==> src/rtl/ahbreg_bank.sv <==
// ahbreg_bank: AHB-Lite slave with NUM_REGS 32-bit registers.
// Supports byte, halfword and word writes, read-only status slots, configurable
// wait states, and a two-cycle ERROR response for illegal accesses.
module ahbreg_bank #(
    parameter int unsigned          NUM_REGS    = 8,
    parameter logic [3:0]           BASE_NIBBLE = 4'h8,
    parameter int unsigned          WAIT_STATES = 0,
    parameter logic [NUM_REGS-1:0]  RO_MASK     = '0
) (
    input  logic                     hclk,
    input  logic                     hreset,
    input  logic [31:0]              haddr,
    input  logic [1:0]               htrans,
    input  logic                     hwrite,
    input  logic [2:0]               hsize,
    input  logic [2:0]               hburst,
    input  logic [31:0]              hwdata,
    input  logic                     hsel,
    input  logic                     hready_in,
    output logic                     hready,
    output logic [31:0]              hrdata,
    output logic [1:0]               hresp,
    input  logic [32*NUM_REGS-1:0]   status_in,
    output logic [32*NUM_REGS-1:0]   reg_out,
    output logic [NUM_REGS-1:0]      wr_pulse
);

    localparam int unsigned AW      = $clog2(NUM_REGS);
    localparam logic [1:0]  WS_LOAD = 2'(WAIT_STATES);

    typedef enum logic [1:0] {ST_IDLE, ST_WAIT, ST_ERR1, ST_ERR2} state_t;

    state_t                r_state;
    logic [1:0]            r_cnt;
    logic                  r_hready;
    logic [1:0]            r_hresp;
    logic                  r_dp_valid;
    logic                  r_dp_write;
    logic [AW-1:0]         r_idx;
    logic [3:0]            r_lanes;
    logic [31:0]           r_regs [NUM_REGS];
    logic [NUM_REGS-1:0]   r_wr_pulse;

    logic                  w_accept;
    logic                  w_err;
    logic [AW-1:0]         w_idx;
    logic [3:0]            w_lanes;
    logic                  w_commit;
    logic [31:0]           w_rword;
    logic                  w_unused_ok;

    // Burst type and the SEQ/NONSEQ distinction carry no meaning here.
    assign w_unused_ok = ^{hburst, htrans[0]};

    assign w_accept = hsel & hready_in & htrans[1] & r_hready;
    assign w_idx    = haddr[AW+1:2];
    assign w_commit = r_dp_valid & r_dp_write & r_hready;

    assign hready   = r_hready;
    assign hresp    = r_hresp;
    assign wr_pulse = r_wr_pulse;

    // Address-phase decode: flag any access that must get an ERROR response.
    always_comb begin
        w_err = 1'b0;
        if (haddr[31:28] != BASE_NIBBLE)                w_err = 1'b1;
        if ((haddr[27:0] >> (AW + 2)) != 28'd0)         w_err = 1'b1;
        if (hsize > 3'd2)                               w_err = 1'b1;
        if (hsize == 3'd1 && haddr[0])                  w_err = 1'b1;
        if (hsize == 3'd2 && haddr[1:0] != 2'b00)       w_err = 1'b1;
        if (hwrite && RO_MASK[w_idx])                   w_err = 1'b1;
    end

    // Byte-lane enables derived from transfer size and low address bits.
    always_comb begin
        case (hsize)
            3'd0:    w_lanes = 4'b0001 << haddr[1:0];
            3'd1:    w_lanes = haddr[1] ? 4'b1100 : 4'b0011;
            default: w_lanes = 4'b1111;
        endcase
    end

    // Response FSM: wait-state insertion and the two-cycle ERROR sequence.
    always_ff @(posedge hclk or posedge hreset) begin
        if (hreset) begin
            r_state  <= ST_IDLE;
            r_cnt    <= 2'd0;
            r_hready <= 1'b1;
            r_hresp  <= 2'b00;
        end else begin
            case (r_state)
                ST_IDLE, ST_ERR2: begin
                    if (w_accept && w_err) begin
                        r_state  <= ST_ERR1;
                        r_hready <= 1'b0;
                        r_hresp  <= 2'b01;
                    end else if (w_accept && WAIT_STATES != 0) begin
                        r_state  <= ST_WAIT;
                        r_cnt    <= WS_LOAD;
                        r_hready <= 1'b0;
                        r_hresp  <= 2'b00;
                    end else begin
                        r_state  <= ST_IDLE;
                        r_hready <= 1'b1;
                        r_hresp  <= 2'b00;
                    end
                end
                ST_WAIT: begin
                    r_hresp <= 2'b00;
                    if (r_cnt == 2'd1) begin
                        r_state  <= ST_IDLE;
                        r_cnt    <= 2'd0;
                        r_hready <= 1'b1;
                    end else begin
                        r_cnt <= r_cnt - 2'd1;
                    end
                end
                ST_ERR1: begin
                    r_state  <= ST_ERR2;
                    r_hready <= 1'b1;
                    r_hresp  <= 2'b01;
                end
                default: begin
                    r_state  <= ST_IDLE;
                    r_cnt    <= 2'd0;
                    r_hready <= 1'b1;
                    r_hresp  <= 2'b00;
                end
            endcase
        end
    end

    // Capture address-phase attributes; held while the data phase is stalled.
    always_ff @(posedge hclk or posedge hreset) begin
        if (hreset) begin
            r_dp_valid <= 1'b0;
            r_dp_write <= 1'b0;
            r_idx      <= '0;
            r_lanes    <= '0;
        end else if (r_hready) begin
            r_dp_valid <= w_accept & ~w_err;
            r_dp_write <= hwrite;
            r_idx      <= w_idx;
            r_lanes    <= w_lanes;
        end
    end

    // Register file: commit enabled byte lanes when an OKAY write completes.
    always_ff @(posedge hclk or posedge hreset) begin
        if (hreset) begin
            for (int unsigned i = 0; i < NUM_REGS; i++) begin
                r_regs[i] <= '0;
            end
        end else if (w_commit) begin
            for (int unsigned b = 0; b < 4; b++) begin
                if (r_lanes[b]) begin
                    r_regs[r_idx][8*b +: 8] <= hwdata[8*b +: 8];
                end
            end
        end
    end

    // One-cycle write strobe for the register just written.
    always_ff @(posedge hclk or posedge hreset) begin
        if (hreset) begin
            r_wr_pulse <= '0;
        end else begin
            r_wr_pulse <= '0;
            if (w_commit) begin
                r_wr_pulse[r_idx] <= 1'b1;
            end
        end
    end

    // Read mux: status word for read-only slots, stored word otherwise.
    always_comb begin
        w_rword = '0;
        for (int unsigned i = 0; i < NUM_REGS; i++) begin
            if (r_idx == AW'(i)) begin
                w_rword = RO_MASK[i] ? status_in[32*i +: 32] : r_regs[i];
            end
        end
        hrdata = (r_dp_valid && !r_dp_write) ? w_rword : '0;
    end

    // Flattened register contents; read-only slots present zero.
    always_comb begin
        reg_out = '0;
        for (int unsigned i = 0; i < NUM_REGS; i++) begin
            reg_out[32*i +: 32] = RO_MASK[i] ? 32'h0 : r_regs[i];
        end
    end

endmodule

==> config.mk <==
export PLATFORM = sky130hd
export DESIGN_NAME = ahbreg_bank
export DESIGN_NICKNAME = d
export VERILOG_FILES = /design/src/rtl/ahbreg_bank.sv
export SDC_FILE = /design/constraint.sdc
export NUM_CORES = 1
export LEC_CHECK = 0
export ABC_AREA = 1
export CAP_MARGIN = 10
export CORE_AREA = 5 5 241 243
export CTS_BUF_LIST = sky130_fd_sc_hd__clkbuf_16
export DETAILED_ROUTE_END_ITERATION = 6
export DIE_AREA = 0 0 246 248
export PLACE_DENSITY_LB_ADDON = 0.25
export SETUP_SLACK_MARGIN = 0.02
export SLEW_MARGIN = 5
export SYNTH_ARGS = -nofsm -noshare
export SYNTH_HDL_FRONTEND = slang
export SYNTH_SLANG_ARGS = --single-unit
==> constraint.sdc <==
create_clock -name hclk -period 8.9 [get_ports hclk]
set_clock_uncertainty 0.1 [all_clocks]
set_input_delay 0.89 -clock hclk [delete_from_list [all_inputs] [get_ports hclk]]
set_output_delay 0.89 -clock hclk [all_outputs]
set_load 0.05 [all_outputs]
# After elaboration in Yosys (flattened, before gate mapping)
# Memories as Yosys holds them, arrays and structs flattened.
# Cells that the tools add are included.
# totals
regBits	280
rom_bits	8
in_bits	333
elab_cells	112
mem_count	1
# op_classes
addsub	1
order_cmp	6
eq_ne	15
shift	1
muxes	49
bitwise	8
reduce_logical	14
# memory_table
memory	depth	word_bits	rd	rd_ports_with_merged_regs	write_ports	line	rtl
(no name shown)	8	1	1	0	0	71	if (hwrite && RO_MASK[w_idx]) w_err = 1'b1;
# op_table
operator	n
$mux W256	7
$bwmux W256	4
$demux W32 S3	4
$mux W32	10
$reduce_bool A28 Y1	1
$mux W24	1
$mux W16	1
$mux W8	2
$eq A3 B3 Y1 const B	4
$pmux W2 S3	2
$mux W1	11
$eq A3 B2 Y1 const B	3
$lt A3 B4 Y1 const B	2
$pmux W4 S2	1
$logic_and A1 B1 Y1	7
$and A1 B1 Y1	6
$eq A3 B1 Y1 const B	2
$logic_not A3 Y1	2
$mux W2	3
$eq A2 B1 Y1 const B	2
$eq A2 B2 Y1 const B	2
$ge A4 B4 Y1 const B	1
$lt A4 B1 Y1 const B	1
$mux W4	1
other kinds (14)	14

# Logic depth before layout (Yosys ltp)
# Gate-level depths: netlist (run 1).
# logic_depth
ltp_word	16
ltp_mapped	11
mapped_depth_nobuf	9

# Worst setup path after synthesis (run 1)
# No wires, ideal clock.
# synth_path
path_type	register -> output
startpoint	register r_idx[1]
endpoint	output hrdata[3]
arrival_ns	1.876
required_time_ns	7.910
path_slack_ns	6.034
stages_incl_launch_ff	7
n_path_buf	1
cell_sequence	dfrtp_1 > buf_6 > nor3_4 > nand2_1 > nand4_1 > nor2_1 > nor2_1
# synth_via
elab_chain_cells	10
word_cells_on_any_way	17
# synth_lines
element	line	rtl
start: declaration	39	logic [AW-1:0] r_idx;
start signal: assignment	143	r_idx <= w_idx;
$logic_not A3 Y1	179	if (r_idx == AW'(i)) begin
$mux W32 (7 in series)	179	
$mux W32 (*)	179	
$mux W32 (*)	183	hrdata = (r_dp_valid && !r_dp_write) ? w_rword : '0;
end: declaration	21	output logic [31:0] hrdata,
# Every way passes the cells marked *; elsewhere a longest branch is shown, timed or not.

# Final worst setup path (run 1)
# layout_path
startpoint	register r_idx[0]
endpoint	output hrdata[9]
# The elaborated chain is that of the path after synthesis.

==> summary.txt, run 1 <==
Logic synthesis
  – Register bit total from synthesis: 279
  – Cell area after synthesis: approximately 13,000 sq um
  – EDFF count, synth: 0
  – Dominant synthesized flop cell: dfrtp_1
  – Fraction of registers with async set/reset: 100.0%
  – Syn_nets: 1,864
  – Ys Warns: 0
  – Post-Syn Area per Cell: 8.324 sq um
  – Synth Instances: between 1,500 and 2,000
  – Sequential fraction of the synthesis area: 54.90%
  – Synth unique cells: 35

Placed design
  – PortBufs: 370
  – Placement Setup Slack: 3845 ps
  – Placed instance count: 2,592
  – DP Area: about 17,000 sq um
  – Global placer's final weighted congestion: 0.7994
  – DP HPWL: approximately 36 mm

Flow run
  – Maxcap violations: 0

Die
  – Row count: just under 90
  – Die span in y: 248 um
  – Top Ports: 632
  – Die W: 246 um
  – Core area: 55,730 sq um
  – Starting Density: between 20% and 30%
  – Die area: 61,010 sq um

Clocking
  – CTS max path bufs: 3
  – CTS root buf: clkbuf_16
  – Clock slew at reported path FFs: 60 ps
  – CTS tree: yes
  – CTS Buf Count: 36
  – Post-CTS setup buffers: 0
  – # H-tree levels: 2
  – TritonCTS Sinks: 279
  – Worst skew pair latency: 530 ps
  – Post-CTS sizing: 0
  – CTS Hold Buffers Added: 0

Global route
  – Global-route wire length before repair: 75.98 mm
  – Initial antenna violation count: 1
  – GRT Util Overall: 16.41%
  – Vias in the first global route: 11,340
  – Largest net degree at the start of global routing: 146
  – Total grt overflow: 0

Drt
  – Routed vias/inst: roughly 4.4
  – Drt pass-1 iters: 5
  – DRC: 0
  – Initial DRC count: 794
  – Routed Antenna Nets: 0
  – Via count: 11,600
  – DRT Wirelength: roughly 52 mm
  – WL per Instance: roughly 20 um

STA
  – RSZ-0062 raised after global routing: false
  – Min cycle time layout: approximately 5500 ps
  – Final slew viol count: 0
  – Slew headroom: between 20% and 30%
  – Worst hold margin: slightly above 400 ps
  – Period utilization: 62.03%
  – Fmax: 0.1811 GHz
  – Tightest Pin Transition: 1160 ps
  – Fin. Hold Viols: 0
  – Worst setup margin: approximately 3400 ps
  – Fin Setup TNS: 0 ps
  – Final setup violation count: 0

Critical path
  – Worst Setup Start Kind: flop
  – WP data arrival: ~4500 ps
  – CP peak stage delay: around 1100 ps
  – Crit. End Element: primary output
  – Critical Path, Cell by Cell: inv_6 > nor3_4 > buf_4 > nand2_1 > nand3_1 > nand2_1 > nand4_1 > nand2_1 > inv_1 > clkdlybuf4s50_1
  – Crit Path Class: flop to primary output
  – Critical Path RT: roughly 7900 ps
  – Most used cell along the critical path: nand2_1
  – CP max stage cell: dfrtp_2
  – Worst-path maximum fanout: 37

Finish
  – Total Nets Final: 2,210
  – Commonest non-fill, non-tap cell in the layout: nand2_1
  – Final core occ: 32.56%
  – Layout overhead on the synthesized area: 42.68%
  – Most frequent cells in the layout: nand2_1, clkdlybuf4s50_1, dfrtp_1, o21ai_0, inv_1
  – Ant diodes: 0
  – Cell Count, Final, Fillers Out: 2,650
  – Share of cells above drive strength 1: 6.336%
  – Final Cell Area: 18,150 sq um

Power
  – Maximum vdd drop: 0.1173 mV
  – Power per cell area: between 150 and 200 nW/um^2
  – Leakage power: 8.728 nW
  – Total Power: 3.507 mW

Hold path
  – Hold Crit Class: flop to flop

Status
  – Run status: finished clean
area by class of cell:
type | instances | area, sq um
Clock inverter | 21 | 126.4
Inverter | 118 | 460.4
Tap cell | 756 | 945.9
Sequential cell | 279 | 6984
Fill cell | 5914 | 37580
Timing Repair Buffer | 380 | 3791
Multi-Input combinational cell | 1059 | 4915
Clock buffer | 37 | 925.9
flip-flops by register name, indices dropped and copies added, names as in the netlist:
signal / cells
r_dp_valid: 1
reg_out: 256
hresp: 1
wr_pulse: 8
r_cnt: 2
r_lanes: 4
hready: 1
r_dp_write: 1
r_state: 2
r_idx: 3
metal layers:
metal	global-route usage [%]	routed length [um]
met5	0	0
met4	4.414	1061
met3	3.963	3254
met2	27.91	25320
met1	21.01	22200
critical path, delay by kind of cell (launching register included):
kind	cells	cell delay [ps]
buf+inv	4	1520
flops	1	1080
simple gates	6	1370
power breakdown:
group | internal (mW) | switching [mW]
Sequential | 1.29 | 0.0727
Combinational | 0.236 | 0.562
Clock | 0.776 | 0.569
synth_stat cells (2+ instances only):
cell	count	area [sq um]
o21bai_1	2	15.01
nor3_2	3	30.03
nand4_1	32	200.2
a22oi_1	2	15.01
nand2_2	9	56.30
nor2_8	3	60.06
nor2_4	3	33.78
nand2_4	4	45.04
nor3_4	4	65.06
buf_2	18	90.09
dfrtp_1	278	6957
o21ai_1	76	380.4
nor4_4	2	42.54
nand2_1	530	1989
buf_6	10	112.6
inv_4	2	12.51
inv_1	114	427.9
a21oi_1	34	170.2
buf_4	2	15.01
ha_1	3	37.54
o21ai_0	199	996.0
nand3_1	34	170.2
nor2_1	89	334.1
clkbuf_2	3	15.01
nor4_2	2	25.02
clkbuf_1	38	142.6
o21ai_2	24	210.2
worst paths after layout:
check	from	end	slack, ps	cells past startpoint
max in group asynchronous	hreset	reg_out[182]$_DFFE_PP0P_	6550	3
min in group asynchronous	hreset	reg_out[126]$_DFFE_PP0P_	670	2
max reg2reg	r_idx[0]$_DFFE_PP0P_	reg_out[47]$_DFFE_PP0P_	5320	5
max	r_idx[0]$_DFFE_PP0P_	hrdata[9]	3380	10
min reg2reg	r_cnt[0]$_DFFE_PP0N_	r_cnt[0]$_DFFE_PP0N_	410	1
min	r_cnt[0]$_DFFE_PP0N_	r_cnt[0]$_DFFE_PP0N_	410	1
cell families after synthesis:
family                     count (synthesis)  synth area share [%]
and+or+nand+nor                          717                 24.12
other                                      1               0.02948
adders and majority gates                  3                0.2951
buffers and inverters                    190                 6.541
AOI/OAI and AO/OA                        338                 14.12
DFF                                      279                 54.90
No activity file was read; power rests on OpenSTA's default activity.
==> run 2, diff against run 1 <==
Settings changed: CORE_AREA 5 5 241 243 to 5 5 243 245, DIE_AREA 0 0 246 248 to 0 0 248 250.
Clock period 8.9 ns to 5.2 ns, I/O delays scaled along.
==> summary.txt, run 2 (synthesis results as in run 1) <==
Status
  – Run status: finished clean

STA
  – Fmax: 0.2214 GHz
  – RSZ-0062 raised after global routing: false
  – Tightest Pin Transition: 1054 ps (-105.9 ps)
  – Worst setup margin: 684.1 ps (-2695 ps)
  – Final setup violation count: 0 (unchanged)
  – Final slew viol count: 0 (unchanged)
  – Min cycle time layout: between 4000 and 5000 ps
  – Fin Setup TNS: 0 ps (unchanged)
  – Fin. Hold Viols: 0 (unchanged)
  – Slew headroom: 29.46% (+7.1 points)
  – Period utilization: 86.84%

Die
  – Starting Density: 22.34% (-0.48 points)
  – Core area: 56,920 sq um (+2.1%)
  – Die area: 62,000 sq um (+1.6%)
  – Die W: 248 um (+0.81%)
  – Top Ports: 632 (unchanged)
  – Row count: 88 (+1.1%)
  – Die span in y: 250 um (+0.81%)

Finish
  – Commonest non-fill, non-tap cell in the layout: nand2_1
  – Most frequent cells in the layout: nand2_1, clkdlybuf4s50_1, dfrtp_1, o21ai_0, inv_1
  – Ant diodes: 0 (unchanged)
  – Share of cells above drive strength 1: 6.782% (+0.45 points)
  – Max reg flops: 256 (unchanged)
  – Total Nets Final: 2,216 (+0.27%)
  – Final core occ: 32.11% (-0.45 points)
  – Layout overhead on the synthesized area: 43.70%
  – Fill cells: 6,041 (+2.1%)

Drt
  – Drt pass-1 iters: 5 (unchanged)
  – WL per Instance: 18.92 um (-3.3%)
  – Routed Antenna Nets: 0 (unchanged)
  – Via count: 11,630 (+0.27%)
  – DRT Wirelength: 50.47 mm (-2.6%)
  – Initial DRC count: 807 (+1.6%)
  – Routed vias/inst: 4.361 (-0.37%)
  – DRC: 0 (unchanged)

Global route
  – Largest net degree at the start of global routing: 131 (-10%)
  – Initial antenna violation count: 0 (-1)
  – Global-route wire length before repair: 76.19 mm (+0.28%)
  – GRT Util Overall: 15.90% (-0.51 points)
  – Total grt overflow: 0 (unchanged)
  – Vias in the first global route: 11,600 (+2.2%)

Clocking
  – Post-CTS sizing: 0 (unchanged)
  – Clock slew at reported path FFs: 60 ps (about the same)
  – Worst skew pair latency: 520 ps (about the same)
  – # H-tree levels: 2 (unchanged)
  – CTS root buf: clkbuf_16
  – TritonCTS Sinks: 279 (unchanged)
  – Post-CTS setup buffers: 0 (unchanged)
  – CTS tree: yes
  – CTS max path bufs: 3 (unchanged)
  – CTS Buf Count: 36 (unchanged)
  – CTS Hold Buffers Added: 0 (unchanged)

Critical path
  – Crit. End Element: primary output
  – Worst-path maximum fanout: 34 (-8.1%)
  – Critical Path RT: 4580 ps (-3330 ps)
  – Crit Path Class: flop to primary output
  – Worst Setup Start Kind: flop
  – WP data arrival: 3900 ps (-630 ps)

Hold path
  – Hold Crit Class: primary input to async pin

Power
  – Total Power: 6.169 mW (+76%)
  – Power per cell area: 337.5 nW/um^2 (+75%)
  – Leakage power: 8.789 nW (+0.71%)
  – Maximum vdd drop: 0.1845 mV (+57%)

Flow run
  – Maxcap violations: 0 (unchanged)

Placed design
  – PortBufs: 370 (unchanged)
  – Global placer's final weighted congestion: 0.8081 (+1.1%)
  – Placement Setup Slack: 1221 ps (-2624 ps)
  – DP HPWL: 36.36 mm (+0.63%)
[run 2: cell type report]
type	instances	area (sq um)	share of cell area, %
flip-flops and latches	279	6984	38.21
clock inverters	23	206.4	1.129
multi-input cells	1059	4915	26.89
clock buffers	37	925.9	5.065
inverters	118	456.7	2.498
well taps	765	957.2	5.236
repair buffers	386	3834	20.97
[run 2: final timing paths]
path	slack (ps)	depth (start not counted)	to	from
worst min-delay path	230	2	reg_out[105]$_DFFE_PP0P_	hreset
worst max register to register	1980	7	reg_out[251]$_DFFE_PP0P_	r_idx[1]$_DFFE_PP0P_
max in group asynchronous	3490	3	reg_out[247]$_DFFE_PP0P_	hreset
worst min register to register	410	2	reg_out[76]$_DFFE_PP0P_	reg_out[76]$_DFFE_PP0P_
min in group hclk	410	2	reg_out[76]$_DFFE_PP0P_	reg_out[76]$_DFFE_PP0P_
worst max-delay path	680	8	hrdata[22]	r_idx[1]$_DFFE_PP0P_
[run 2: through the flow]
step / instances / area [sq um] / hold WS, ps
finish: 2667 / 18280 / 225.6
global route: 2667 / 18280 / 220.4
CTS: 2667 / 18280 / 193.4
detailed placement: 2607 / 17150 / 398.7
global placement: 2607 / 17150 / 388.3
floorplan: 1528 / 12720 / 366.1
[run 2: worst max-delay path, stage by stage, from the launching register on]
cell and delay, ps:
dfrtp_1 850, nand2_2 220, nor2_4 510, inv_2 560, nor2_1 240, nor2_1 70
nand2_1 110, inv_1 40, clkdlybuf4s50_1 690
[run 2: routing by layer]
metal  up-vias  share of wire [%]  global-route usage (%)
li1       5655                  -                       -
met1      5590                 45                   21.52
met2       329                 48                   26.04
met3        57                5.8                   3.416
met4         0                2.0                   3.773
met5         -                  0                       0
[run 2: power breakdown]
group / total [mW] / leakage (nW) / switching (mW) / internal (mW)
Sequential: 2.28 / 2.53 / 0.0711 / 2.21
Combinational: 1.44 / 5.69 / 1.02 / 0.418
Clock: 2.45 / 0.576 / 0.967 / 1.48
Total: 6.17 / 8.79 / 2.06 / 4.11
==> run 3, diff against run 2 <==
Settings changed: GPL_ROUTABILITY_DRIVEN from default to 0, GPL_TIMING_DRIVEN from default to 0.
==> summary.txt, run 3 (synthesis results as in run 1) <==
Status
  – Run status: finished clean

Die
  – Row count: 88 (unchanged)
  – Core area: 56,920 sq um (unchanged)
  – Starting Density: 22.34% (unchanged)
  – Die W: 248 um (unchanged)
  – Die area: 62,000 sq um (unchanged)
  – Die span in y: 250 um (unchanged)
  – Top Ports: 632 (unchanged)

Finish
  – Commonest non-fill, non-tap cell in the layout: nand2_1
  – Final Cell Area: 18,590 sq um (+1.7%)
  – Most frequent cells in the layout: nand2_1, clkdlybuf4s50_1, dfrtp_1, o21ai_0, inv_1
  – Reg area: 6983 sq um (about the same)
  – Share of cells above drive strength 1: 7.481% (+0.70 points)
  – Fill cells: 6,002 (-0.65%)
  – Max reg flops: 256 (unchanged)
  – Layout overhead on the synthesized area: 46.14%
  – Total Nets Final: 2,279 (+2.8%)
  – Multi-input gate area: 4905 sq um (-0.20%)

Critical path
  – Setup crit end: hrdata[27]
  – R2r startpoint: r_idx[0]$_DFFE_PP0P_
  – Critical Path, Cell by Cell: buf_6 > nor3_4 > clkbuf_1 > nand2_1 > nand4_1 > nand2_1 > inv_1 > clkdlybuf4s50_1
  – RR Endpoint: reg_out[68]$_DFFE_PP0P_
  – Worst Setup Start Kind: flop
  – Reg2reg setup slack: 2780 ps (+800 ps)
  – Crit. End Element: primary output
  – Crit Path Class: flop to primary output
  – CP max stage cell: clkbuf_1
  – CP startpoint: r_idx[1]$_DFFE_PP0P_
  – Most used cell along the critical path: nand2_1
  – CP peak stage delay: 850 ps (about the same)
  – WP data arrival: 3790 ps (-110 ps)
  – Cells on worst reg2reg path: 7 (unchanged)
  – Critical Path RT: 4580 ps (about the same)
  – Worst-path maximum fanout: 10 (-71%)

Global route
  – Initial antenna violation count: 2 (+2)
  – Vias in the first global route: 12,310 (+6.2%)
  – GRT Util Overall: 19.46% (+3.6 points)
  – Largest net degree at the start of global routing: 40 (-69%)
  – Total grt overflow: 0 (unchanged)
  – Global-route wire length before repair: 88.64 mm (+16%)

Clocking
  – Worst skew pair latency: 540 ps (+20 ps)
  – CTS max path bufs: 3 (unchanged)
  – CTS Hold Buffers Added: 0 (unchanged)
  – Clock slew at reported path FFs: 60 ps (about the same)
  – CTS Buf Count: 35 (-2.8%)
  – CTS root buf: clkbuf_16
  – TritonCTS Sinks: 279 (unchanged)
  – Post-CTS setup buffers: 0 (unchanged)
  – CTS tree: yes
  – Post-CTS sizing: 0 (unchanged)
  – # H-tree levels: 2 (unchanged)

Flow run
  – Maxcap violations: 0 (unchanged)

STA
  – RSZ-0062 raised after global routing: false
  – Worst setup margin: 790.5 ps (+106.4 ps)
  – Final setup violation count: 0 (unchanged)
  – Fmax: 0.2268 GHz (+2.4%)
  – Min cycle time layout: 4409 ps (-106.4 ps)
  – Fin Setup TNS: 0 ps (unchanged)
  – Fin. Hold Viols: 0 (unchanged)
  – Tightest Pin Transition: 1188 ps (+133.3 ps)
  – Final slew viol count: 0 (unchanged)
  – Worst hold margin: 354.7 ps (+129.1 ps)
  – Slew headroom: 20.82% (-8.6 points)
  – Period utilization: 84.80% (-2.0 points)

Placed design
  – DP HPWL: 45.95 mm (+26%)
  – DP Area: 17,540 sq um (+2.3%)
  – PortBufs: 370 (unchanged)
  – Placement Setup Slack: 1338 ps (+117.1 ps)

Drt
  – Routed vias/inst: 4.524 (+3.7%)
  – Drt pass-1 iters: 5 (unchanged)
  – Via count: 12,360 (+6.2%)
  – Initial DRC count: 879 (+8.9%)
  – Routed Antenna Nets: 0 (unchanged)
  – DRT Wirelength: 61.75 mm (+22%)
  – DRC: 0 (unchanged)
  – WL per Instance: 22.61 um (+19%)

Power
  – Maximum vdd drop: 0.1908 mV (+3.4%)
  – Power per cell area: 335.5 nW/um^2 (-0.59%)
  – Leakage power: 8.947 nW (+1.8%)

Hold path
  – Hold Crit Class: primary input to async pin
## run 3: cell count changes in the layout (fill, tap and decap cells not counted), moves of 2 or more
| cell | before | now |
|---|---|---|
| buf_12 | 1 | 8 |
| buf_2 | 0 | 18 |
| buf_4 | 16 | 2 |
| buf_6 | 0 | 10 |
| bufinv_16 | 4 | 1 |
| clkbuf_1 | 0 | 38 |
| clkbuf_2 | 0 | 3 |
| clkinv_1 | 8 | 6 |
| clkinv_2 | 4 | 6 |
| inv_1 | 118 | 122 |
## run 3: per-layer routing
metal / GRT usage [%] / share of wire [%] / up-vias / wire (um)
met1: 25.61 / 43 / 6017 / 26390
met3: 4.102 / 6.8 / 90 / 4198
met5: 0 / 0 / - / 0
met4: 5.010 / 2.5 / 0 / 1528
met2: 32.59 / 48 / 449 / 29640
li1: - / - / 5799 / -
## run 3: area by class of cell
type	count	area share, %
sequential	279	37.56
multi-input combinational	1059	26.38
timing repair buffer	378	20.78
tap	765	5.149
clock buffer	37	4.981
inverter	118	2.457
buffer	72	2.039
clock inverter	22	0.6260
antenna	1	0.01346
## run 3: power by group
part | switching [mW] | leakage [nW] | total (mW) | internal [mW]
clock network | 0.954 | 0.551 | 2.28 | 1.32
registers | 0.0214 | 2.53 | 2.23 | 2.21
logic | 1.27 | 5.87 | 1.73 | 0.457
total | 2.25 | 8.95 | 6.24 | 3.99
## run 3: worst min-delay path by stage
stage          slack (ps)                     from                 endpoint
6_report              350                   hreset  reg_out[41]$_DFFE_PP0P_
3_3_place_gp          390     r_cnt[0]$_DFFE_PP0N_     r_cnt[0]$_DFFE_PP0N_
4_1_cts               350                   hreset  reg_out[41]$_DFFE_PP0P_
2_1_floorplan         370     r_cnt[0]$_DFFE_PP0N_     r_cnt[0]$_DFFE_PP0N_
3_5_place_dp          400  reg_out[66]$_DFFE_PP0P_  reg_out[66]$_DFFE_PP0P_
5_1_grt               400                   hreset  reg_out[41]$_DFFE_PP0P_
## run 3: worst max-delay path: cells and delay by family (launching register included)
kind          cells  cell delay, ps
flops             1             400
simple gates      4             870
buf+inv           4            1970
## run 3: metrics by stage
stage / cells / utilization (%) / total power, mW
detailed placement: 2671 / 30.82 / 4.018
global placement: 2663 / 30.54 / 3.997
finish: 2731 / 32.66 / 6.237
floorplan: 1528 / - / 3.233
CTS: 2730 / 32.65 / 6.314
global route: 2731 / 32.66 / 6.548
